[config.mk]
export PLATFORM = sky130hd
export DESIGN_NAME = bus_arbiter4
export DESIGN_NICKNAME = d
export VERILOG_FILES = /design/src/rtl/arb_pkg.sv /design/src/rtl/multiplexor4_1.sv /design/src/rtl/bus_arbiter4.sv
export SDC_FILE = /design/constraint.sdc
export NUM_CORES = 1
export LEC_CHECK = 0
export ABC_AREA = 1
export CAP_MARGIN = 20
export CORE_MARGIN = 4
export CORE_UTILIZATION = 59
export CTS_CLUSTER_SIZE = 20
export DETAILED_ROUTE_END_ITERATION = 6
export DONT_BUFFER_PORTS = 1
export PLACE_DENSITY_LB_ADDON = 0.15
export REMOVE_ABC_BUFFERS = 1
export SLEW_MARGIN = 10
export SYNTH_ARGS = -nofsm -noshare
export SYNTH_HDL_FRONTEND = slang
export SYNTH_HIERARCHICAL = 1
export SYNTH_SLANG_ARGS = --single-unit
[constraint.sdc]
create_clock -name i_clk -period 1.5 [get_ports i_clk]
set_clock_uncertainty 0.15 [all_clocks]
set_input_delay 0.3 -clock i_clk [delete_from_list [all_inputs] [get_ports i_clk]]
set_output_delay 0.3 -clock i_clk [all_outputs]
set_load 0.005 [all_outputs]
[src/rtl/arb_pkg.sv]
// arb_pkg: shared types, widths and round-robin pick helper for bus_arbiter4
package arb_pkg;
  localparam int N_REQ = 4;
  localparam int DATA_W = 32;
  typedef enum logic {IDLE, GRANT} state_t;
  // Returns {found, idx}: first requester after last, wrapping back to last itself.
  function automatic logic [2:0] rr_pick(input logic [N_REQ-1:0] req, input logic [1:0] last);
    logic [1:0] idx;
    rr_pick = '0;
    for (int i = N_REQ; i >= 1; i--) begin
      idx = last + 2'(i);
      if (req[idx]) rr_pick = {1'b1, idx};
    end
  endfunction
endpackage

[src/rtl/multiplexor4_1.sv]
// multiplexor4_1: 4-to-1 data multiplexor driven by the arbiter's encoded owner
module multiplexor4_1 #(
  parameter int W = 32
) (
  input  logic [1:0]   sel,
  input  logic [W-1:0] d0,
  input  logic [W-1:0] d1,
  input  logic [W-1:0] d2,
  input  logic [W-1:0] d3,
  output logic [W-1:0] y
);
  assign y = sel[1] ? (sel[0] ? d3 : d2) : (sel[0] ? d1 : d0);
endmodule

[src/rtl/bus_arbiter4.sv]
// bus_arbiter4: round-robin arbiter sharing one ready/valid sink among four sources.
// Define ARB_TIMEOUT_EN to revoke a grant after TIMEOUT stalled cycles.
module bus_arbiter4 import arb_pkg::*; #(
  parameter int MAX_BURST = 4
`ifdef ARB_TIMEOUT_EN
  , parameter int TIMEOUT = 16
`endif
) (
  input  logic              i_clk,
  input  logic              i_rst,
  input  logic [N_REQ-1:0]  i_req,
  input  logic [DATA_W-1:0] i_d0,
  input  logic [DATA_W-1:0] i_d1,
  input  logic [DATA_W-1:0] i_d2,
  input  logic [DATA_W-1:0] i_d3,
  input  logic              i_ready,
  output logic [N_REQ-1:0]  o_grant,
  output logic [1:0]        o_select,
  output logic [DATA_W-1:0] o_data,
  output logic              o_valid,
  output logic              o_timeout
);
  localparam int BW = $clog2(MAX_BURST + 1);
  localparam logic [BW-1:0] LAST_BEAT = BW'(MAX_BURST - 1);
  state_t state, state_d;
  logic [N_REQ-1:0] grant_d;
  logic [1:0] select_d, last, last_d, pick;
  logic [BW-1:0] beat_cnt, beat_d;
  logic found, beat, rel, take, to_hit;
  assign {found, pick} = rr_pick(i_req, last);
  assign o_valid = state == GRANT && i_req[o_select];
  assign beat = o_valid && i_ready;
  assign rel = (beat && beat_cnt == LAST_BEAT) || !i_req[o_select] || to_hit;
  assign take = state == IDLE || rel;
`ifdef ARB_TIMEOUT_EN
  localparam int TW = $clog2(TIMEOUT + 1);
  logic [TW-1:0] idle_cnt, idle_d;
  logic stall;
  assign stall = o_valid && !i_ready;
  assign to_hit = stall && idle_cnt == TW'(TIMEOUT - 1);
  assign idle_d = (beat || take) ? '0 : idle_cnt + TW'(stall);
  always_ff @(posedge i_clk or posedge i_rst)
    if (i_rst) begin
      idle_cnt  <= '0;
      o_timeout <= 1'b0;
    end else begin
      idle_cnt  <= idle_d;
      o_timeout <= to_hit;
    end
`else
  assign to_hit = 1'b0;
  assign o_timeout = 1'b0;
`endif
  always_comb begin
    state_d  = state;
    grant_d  = o_grant;
    select_d = o_select;
    last_d   = last;
    beat_d   = beat ? beat_cnt + 1'b1 : beat_cnt;
    if (take) begin
      state_d  = found ? GRANT : IDLE;
      grant_d  = found ? {{(N_REQ-1){1'b0}}, 1'b1} << pick : '0;
      select_d = found ? pick : o_select;
      last_d   = found ? pick : last;
      beat_d   = '0;
    end
  end
  always_ff @(posedge i_clk or posedge i_rst)
    if (i_rst) begin
      state    <= IDLE;
      o_grant  <= '0;
      o_select <= '0;
      last     <= 2'd3;
      beat_cnt <= '0;
    end else begin
      state    <= state_d;
      o_grant  <= grant_d;
      o_select <= select_d;
      last     <= last_d;
      beat_cnt <= beat_d;
    end
  multiplexor4_1 #(.W(DATA_W)) u_mux (
    .sel(o_select),
    .d0 (i_d0),
    .d1 (i_d1),
    .d2 (i_d2),
    .d3 (i_d3),
    .y  (o_data)
  );
endmodule
==> impl_metrics.py, run 1 <==
metrics = {
    "outcome": {
        "outcome": "finished with violations",
        "violations": "negative setup slack",
    },
    "timing": {
        "rsz0062_at_grt": "yes",
        "timing.final.crit_share_pct": 115,
        "maxSlewViolCount": 0,
        "clock.fmax_mhz": 581,
        "fin_ws_ns": -0.221,
        "finalSetupViolations": 44,
        "layout_min_cycle_time_ns": 1.72,
        "hold_violations": 0,
    },
    "worst_setup_path": {
        "end_kind": "output port",
        "crit_fanout": 5,
        "timing.reg2reg.setup_slack_ns": -0.20,
        "crit_end": "o_valid",
        "rr_startpoint": "last[0]",
        "arrival_ns": 1.27,
        "rr_endpoint": "o_select[1]",
        "cp_cell_sequence": "buf_6, inv_4, nand2_2, nand3_2, nand2_4, nand2_2, inv_2",
        "critical_path_class": "reg -> out",
        "reg2reg_depth": 8,
        "crit_slowest_cell": "dfrtp_2",
        "critPathMaxStageDelay_ns": 0.49,
        "crit_start": "o_select[0]",
        "cpMostUsedCell": "nand2_2",
        "critPathLaunchType": "flip-flop",
        "worstPathRequired_ns": 1.05,
    },
    "placement": {
        "portBuffers": 0,
        "gp_congestion": 0.920,
        "placedCellCount": 550,
        "dpl.hpwl_mm": 5.51,
    },
    "synthesis": {
        "yosysSeqAreaShare_pct": 12.2,
        "synth_ff_type": "dfrtp_1",
        "synth_area_um2": 2480,
        "synth_edf_count": 0,
        "ys.warnings.count": 6,
        "syn_area_per_cell_um2": 4.96,
        "async_flop_share_pct": 100,
        "synth_cell_types": 21,
        "netlist_instances": 500,
        "synth.ff_latch_count": 12,
    },
    "clock_tree": {
        "clkTransAtPathRegs_ns": 0.06,
        "cts_tree": "yes",
        "clock_sinks": 12,
        "cts.htree.levels": 1,
        "root_buffer": "clkbuf_8",
        "numCtsBuffers": 3,
        "worstSkewPairLatency_ns": 0.24,
        "ctsLongestPathBuffers": 2,
    },
    "global_routing": {
        "grt_overflow": 0,
        "grt_pass1_wl_mm": 11.2,
        "grt_pass1_vias": 2564,
        "grt_start_max_net_pins": 33,
        "grt_usage_pct": 26.0,
        "antenna_found_initial": 0,
    },
    "detailed_routing": {
        "vias": 2904,
        "drtPass1Iterations": 5,
        "wire_per_inst_um": 13.6,
        "route.detailed.drc": 0,
        "drt_iter0_markers": 138,
        "routed_wl_mm": 7.64,
        "vias_per_cell": 5.17,
        "antenna_left": 0,
    },
    "die": {
        "dieArea_um2": 5310,
        "core_area_um2": 4030,
        "die_x_um": 72.9,
        "rows": 23,
        "start_util_pct": 61.6,
        "die_h_um": 72.9,
        "io-pin-count": 175,
    },
    "power": {
        "powerDensity_nw_per_um2": 2070,
        "p_leak_nw": 2.01,
        "p_int_mw": 2.80,
        "p_switching_mw": 3.41,
        "vdd_drop_max_mv": 1.30,
        "power_frac_comb_pct": 83.9,
        "switching_share_pct": 54.9,
        "seqPwrFrac_pct": 10.5,
        "pwr-share-clk_pct": 5.7,
    },
    "layout": {
        "layout_commonest_cell": "nand2_1",
        "final_cell_mix": "nand2_1 (168), inv_1 (138), nand3_1 (59), nand2_2 (40), nand3_2 (20)",
        "area_growth_pct": 21.0,
        "finish.utilization_pct": 74.5,
        "finalNonFillerCells": 562,
        "nFillCells": 351,
        "final_layout_size_suffix_gt1_share_pct": 25.0,
        "diodes": 0,
        "nets": 650,
    },
    "flow_run": {
        "maxCapViolCount": 0,
    },
    "hold_path": {
        "min_path_type": "in -> reg",
    },
}
==> flip-flops by register name, summed over array words and instances, names as in the netlist <==
signal	cells
o_grant	4
beat_cnt	3
last	2
o_select	2
state	1
==> how the worst min path moves through the flow <==
stage / start / end / slack (ns) / cells past startpoint
3_5_place_dp: i_rst / o_grant[0] / 0.07 / 1
3_3_place_gp: i_rst / o_grant[1] / 0.07 / 1
4_1_cts: i_ready / beat_cnt[2] / 0.08 / 2
6_report: i_ready / beat_cnt[0] / 0.07 / 2
5_1_grt: i_ready / beat_cnt[0] / 0.09 / 2
2_1_floorplan: i_rst / beat_cnt[0] / 0.01 / 1
==> cells in the mapped netlist, types with 2 or more instances <==
cell type | number | area [µm²]
buf_2 | 9 | 45.0
buf_4 | 5 | 37.5
ha_1 | 2 | 25.0
nand2_1 | 191 | 717
o21ai_1 | 5 | 25.0
dfstp_2 | 2 | 52.6
nor2_1 | 2 | 7.51
o21ai_2 | 2 | 17.5
inv_2 | 9 | 33.8
nand2_4 | 2 | 22.5
dfrtp_1 | 10 | 250
nand3_1 | 74 | 370
inv_1 | 142 | 533
nand2_2 | 26 | 163
nand3_2 | 5 | 50.1
nor2_4 | 2 | 22.5
buf_6 | 8 | 90.1
==> per-layer routing <==
layer  global-route usage (%)  share of wire [%]  wire length [µm]
met5                        0                  0                 0
met3                     4.55                7.6               583
met1                     30.5                 38              2940
met2                     47.3                 52              3940
met4                     8.61                2.4               180
==> layout make-up <==
type,instances,area (µm²),share of cell area (%)
Tap cell,50,62.6,2.08
Sequential cell,12,305,10.2
Inverter,151,577,19.2
Multi-Input combinational cell,315,1640,54.7
Timing Repair Buffer,30,360,12.0
Clock buffer,4,55.1,1.83
==> power by group through the flow <==
stage	clock (mW)	sequential (mW)	combinational [mW]
6_report	0.353	0.650	5.21
5_1_grt	0.380	0.661	5.71
4_1_cts	0.361	0.618	4.62
3_5_place_dp	0	0.613	4.08
3_3_place_gp	0	0.615	3.99
2_1_floorplan	0	0.833	2.61
==> per-stage QoR <==
stage	setup TNS, ns	hold slack, ns	worst slack [ns]	area (µm²)	power (mW)
floorplan	-52.63	0.0133	-1.33	2310	3.45
global placement	-0.366	0.0658	-0.0641	2580	4.61
detailed placement	-0.585	0.0740	-0.0991	2580	4.69
CTS	-6.15	0.0764	-0.187	2830	5.60
global route	-10.24	0.0871	-0.288	3000	6.76
finish	-7.33	0.0702	-0.221	3000	6.21
==> kinds of logic (layout without fill, tap and decap cells) <==
family	after synthesis	in the layout	share of synthesized area, %
AO/OA/AOI/OAI	10	10	2.37
adder cells (fa/ha/maj)	2	2	1.01
buffers and inverters	173	185	29.8
flip-flops	12	12	12.2
other	1	1	0.151
AND/OR/NAND/NOR	302	302	54.5
==> critical path: cells and delay by family (launching register included) <==
kind                   cells  cell delay (ns)
and+or+nand+nor            4             0.29
DFF                        1             0.49
buffers and inverters      3             0.25
==> timing repair <==
item	4_1_cts	5_1_grt
hold buffers	1	0
endpoints found under the setup margin	41	44
cloned	2	0
resized for setup	36	42
endpoints found under the hold margin	10	0
pin swaps	4	14
setup buffers	4	1
Power figures use the tool's default switching activity.
==> run 2, diff against run 1 <==
--- a/config.mk
+++ b/config.mk
@@ -14,6 +14,7 @@
 export DONT_BUFFER_PORTS = 1
 export PLACE_DENSITY_LB_ADDON = 0.15
 export REMOVE_ABC_BUFFERS = 1
+export SETUP_SLACK_MARGIN = 0.3
 export SLEW_MARGIN = 10
 export SYNTH_ARGS = -nofsm -noshare
 export SYNTH_HDL_FRONTEND = slang
==> impl_metrics.py, run 2 (synthesis results as in run 1) <==
metrics = {
    "timing": {
        "fin_ws_ns": -0.247,
        "hold_violations": 0,
        "holdWs_ns": 0.0921,
        "maxSlewViolCount": 0,
        "clock.fmax_mhz": 572,
        "finalSetupViolations": 44,
        "rsz0062_at_grt": "yes",
        "layout_min_cycle_time_ns": 1.75,
        "timing.final.crit_share_pct": 116,
    },
    "detailed_routing": {
        "vias_per_cell": 5.11,
        "vias": 2877,
        "drtPass1Iterations": 5,
        "wire_per_inst_um": 13.5,
        "antenna_left": 0,
        "routed_wl_mm": 7.59,
        "drt_iter0_markers": 126,
        "route.detailed.drc": 0,
    },
    "power": {
        "p_int_mw": 2.78,
        "seqPwrFrac_pct": 10.6,
        "power_frac_comb_pct": 83.7,
        "vdd_drop_max_mv": 1.11,
        "powerDensity_nw_per_um2": 2030,
        "pwr-share-clk_pct": 5.8,
        "finalPower_mw": 6.12,
        "p_switching_mw": 3.34,
        "p_leak_nw": 2.02,
        "switching_share_pct": 54.6,
    },
    "global_routing": {
        "antenna_found_initial": 0,
        "grt_start_max_net_pins": 33,
        "grt_usage_pct": 27.0,
        "grt_pass1_vias": 2630,
        "grt_overflow": 0,
        "grt_pass1_wl_mm": 11.5,
    },
    "worst_setup_path": {
        "path_buf_inv": 2,
        "worstPathRequired_ns": 1.05,
        "cp_cell_sequence": "buf_6, nand2_1, nand3_2, nand2_4, nand2_2, inv_2",
        "critPathLaunchType": "flip-flop",
        "end_kind": "output port",
        "critical_path_class": "reg -> out",
        "critPathMaxStageDelay_ns": 0.48,
        "cp_top_family": "flip-flops",
        "crit_fanout": 5,
        "arrival_ns": 1.30,
        "crit_slowest_cell": "dfrtp_2",
    },
    "layout": {
        "area_growth_pct": 21.2,
        "nFillCells": 344,
        "top_regs": "o_grant x4, beat_cnt x3",
        "layout_commonest_cell": "nand2_1",
        "final_cell_mix": "nand2_1 (169), inv_1 (137), nand3_1 (60), nand2_2 (39), nand3_2 (17)",
        "finish.utilization_pct": 74.7,
        "final_area_um2": 3010,
        "top_register": "o_grant",
        "diodes": 0,
        "nets": 651,
        "final_layout_size_suffix_gt1_share_pct": 25.0,
        "largest_reg_flops": 4,
    },
    "die": {
        "rows": 23,
        "dieArea_um2": 5310,
        "io-pin-count": 175,
        "core_area_um2": 4030,
        "die_x_um": 72.9,
        "start_util_pct": 61.6,
        "die_h_um": 72.9,
    },
    "flow_run": {
        "maxCapViolCount": 0,
    },
    "clock_tree": {
        "root_buffer": "clkbuf_8",
        "clkTransAtPathRegs_ns": 0.06,
        "worstSkewPairLatency_ns": 0.24,
        "ctsLongestPathBuffers": 2,
        "numCtsBuffers": 3,
        "clock_sinks": 12,
        "cts_tree": "yes",
        "cts.htree.levels": 1,
    },
    "hold_path": {
        "min_path_type": "in -> reg",
    },
    "outcome": {
        "violations": "negative setup slack",
        "outcome": "finished with violations",
    },
    "placement": {
        "gp_congestion": 0.920,
        "dp_slack_ns": -0.0991,
        "place_area_um2": 2580,
        "portBuffers": 0,
        "dpl.hpwl_mm": 5.51,
    },
}
-- run 2: cell count changes in the layout (fill, tap and decap cells not counted), moves of 2 or more --
cell,change
nand3_4,+2
buf_4,-2
buf_12,-2
nand3_2,-3
buf_6,+3
buf_8,+2
-- run 2: through the flow --
stage,std cells,TNS (ns)
2_1_floorplan,478,-52.63
3_3_place_gp,550,-0.366
3_5_place_dp,550,-0.585
4_1_cts,561,-6.17
5_1_grt,563,-10.15
6_report,563,-7.07
-- run 2: timing repair --
action                                  CTS  global route
endpoints found under the setup margin   47            47
pin swaps                                 9            10
setup buffers                             4             2
resized for setup                        50            28
gates cloned                              2             0
endpoints found under the hold margin    10             0
hold buffers                              1             0
-- run 2: final timing paths --
check | from | to | slack, ns | cells past startpoint
min in group asynchronous | i_rst | o_grant[1] | 0.37 | 2
max | o_select[0] | o_valid | -0.25 | 6
max in group asynchronous | i_rst | last[1] | 0.49 | 2
min | i_ready | beat_cnt[0] | 0.09 | 2
min reg2reg | beat_cnt[1] | beat_cnt[1] | 0.33 | 2
max reg2reg | o_select[0] | o_select[1] | -0.23 | 10
-- run 2: routing by layer --
| layer | wire length [µm] | GRT usage (%) | vias to the layer above |
|---|---|---|---|
| met2 | 3990 | 49.9 | 131 |
| met1 | 2920 | 30.7 | 1284 |
| li1 | - | - | 1447 |
| met4 | 142 | 10.0 | 0 |
| met5 | 0 | 0 | - |
| met3 | 531 | 4.55 | 15 |
-- run 2: layout make-up --
class	count	area, µm²	area share (%)
Multi-Input combinational cell	315	1640	54.5
Inverter	151	577	19.2
Timing Repair Buffer	31	369	12.3
Sequential cell	12	305	10.1
Tap cell	50	62.6	2.08
Clock buffer	4	55.1	1.83
-- run 2: power groups by stage --
| stage | Sequential [mW] | Combinational [mW] | Clock [mW] |
|---|---|---|---|
| global placement | 0.615 | 3.99 | 0 |
| CTS | 0.628 | 4.74 | 0.361 |
| finish | 0.646 | 5.12 | 0.352 |
| floorplan | 0.833 | 2.61 | 0 |
| global route | 0.659 | 5.64 | 0.380 |
| detailed placement | 0.613 | 4.08 | 0 |
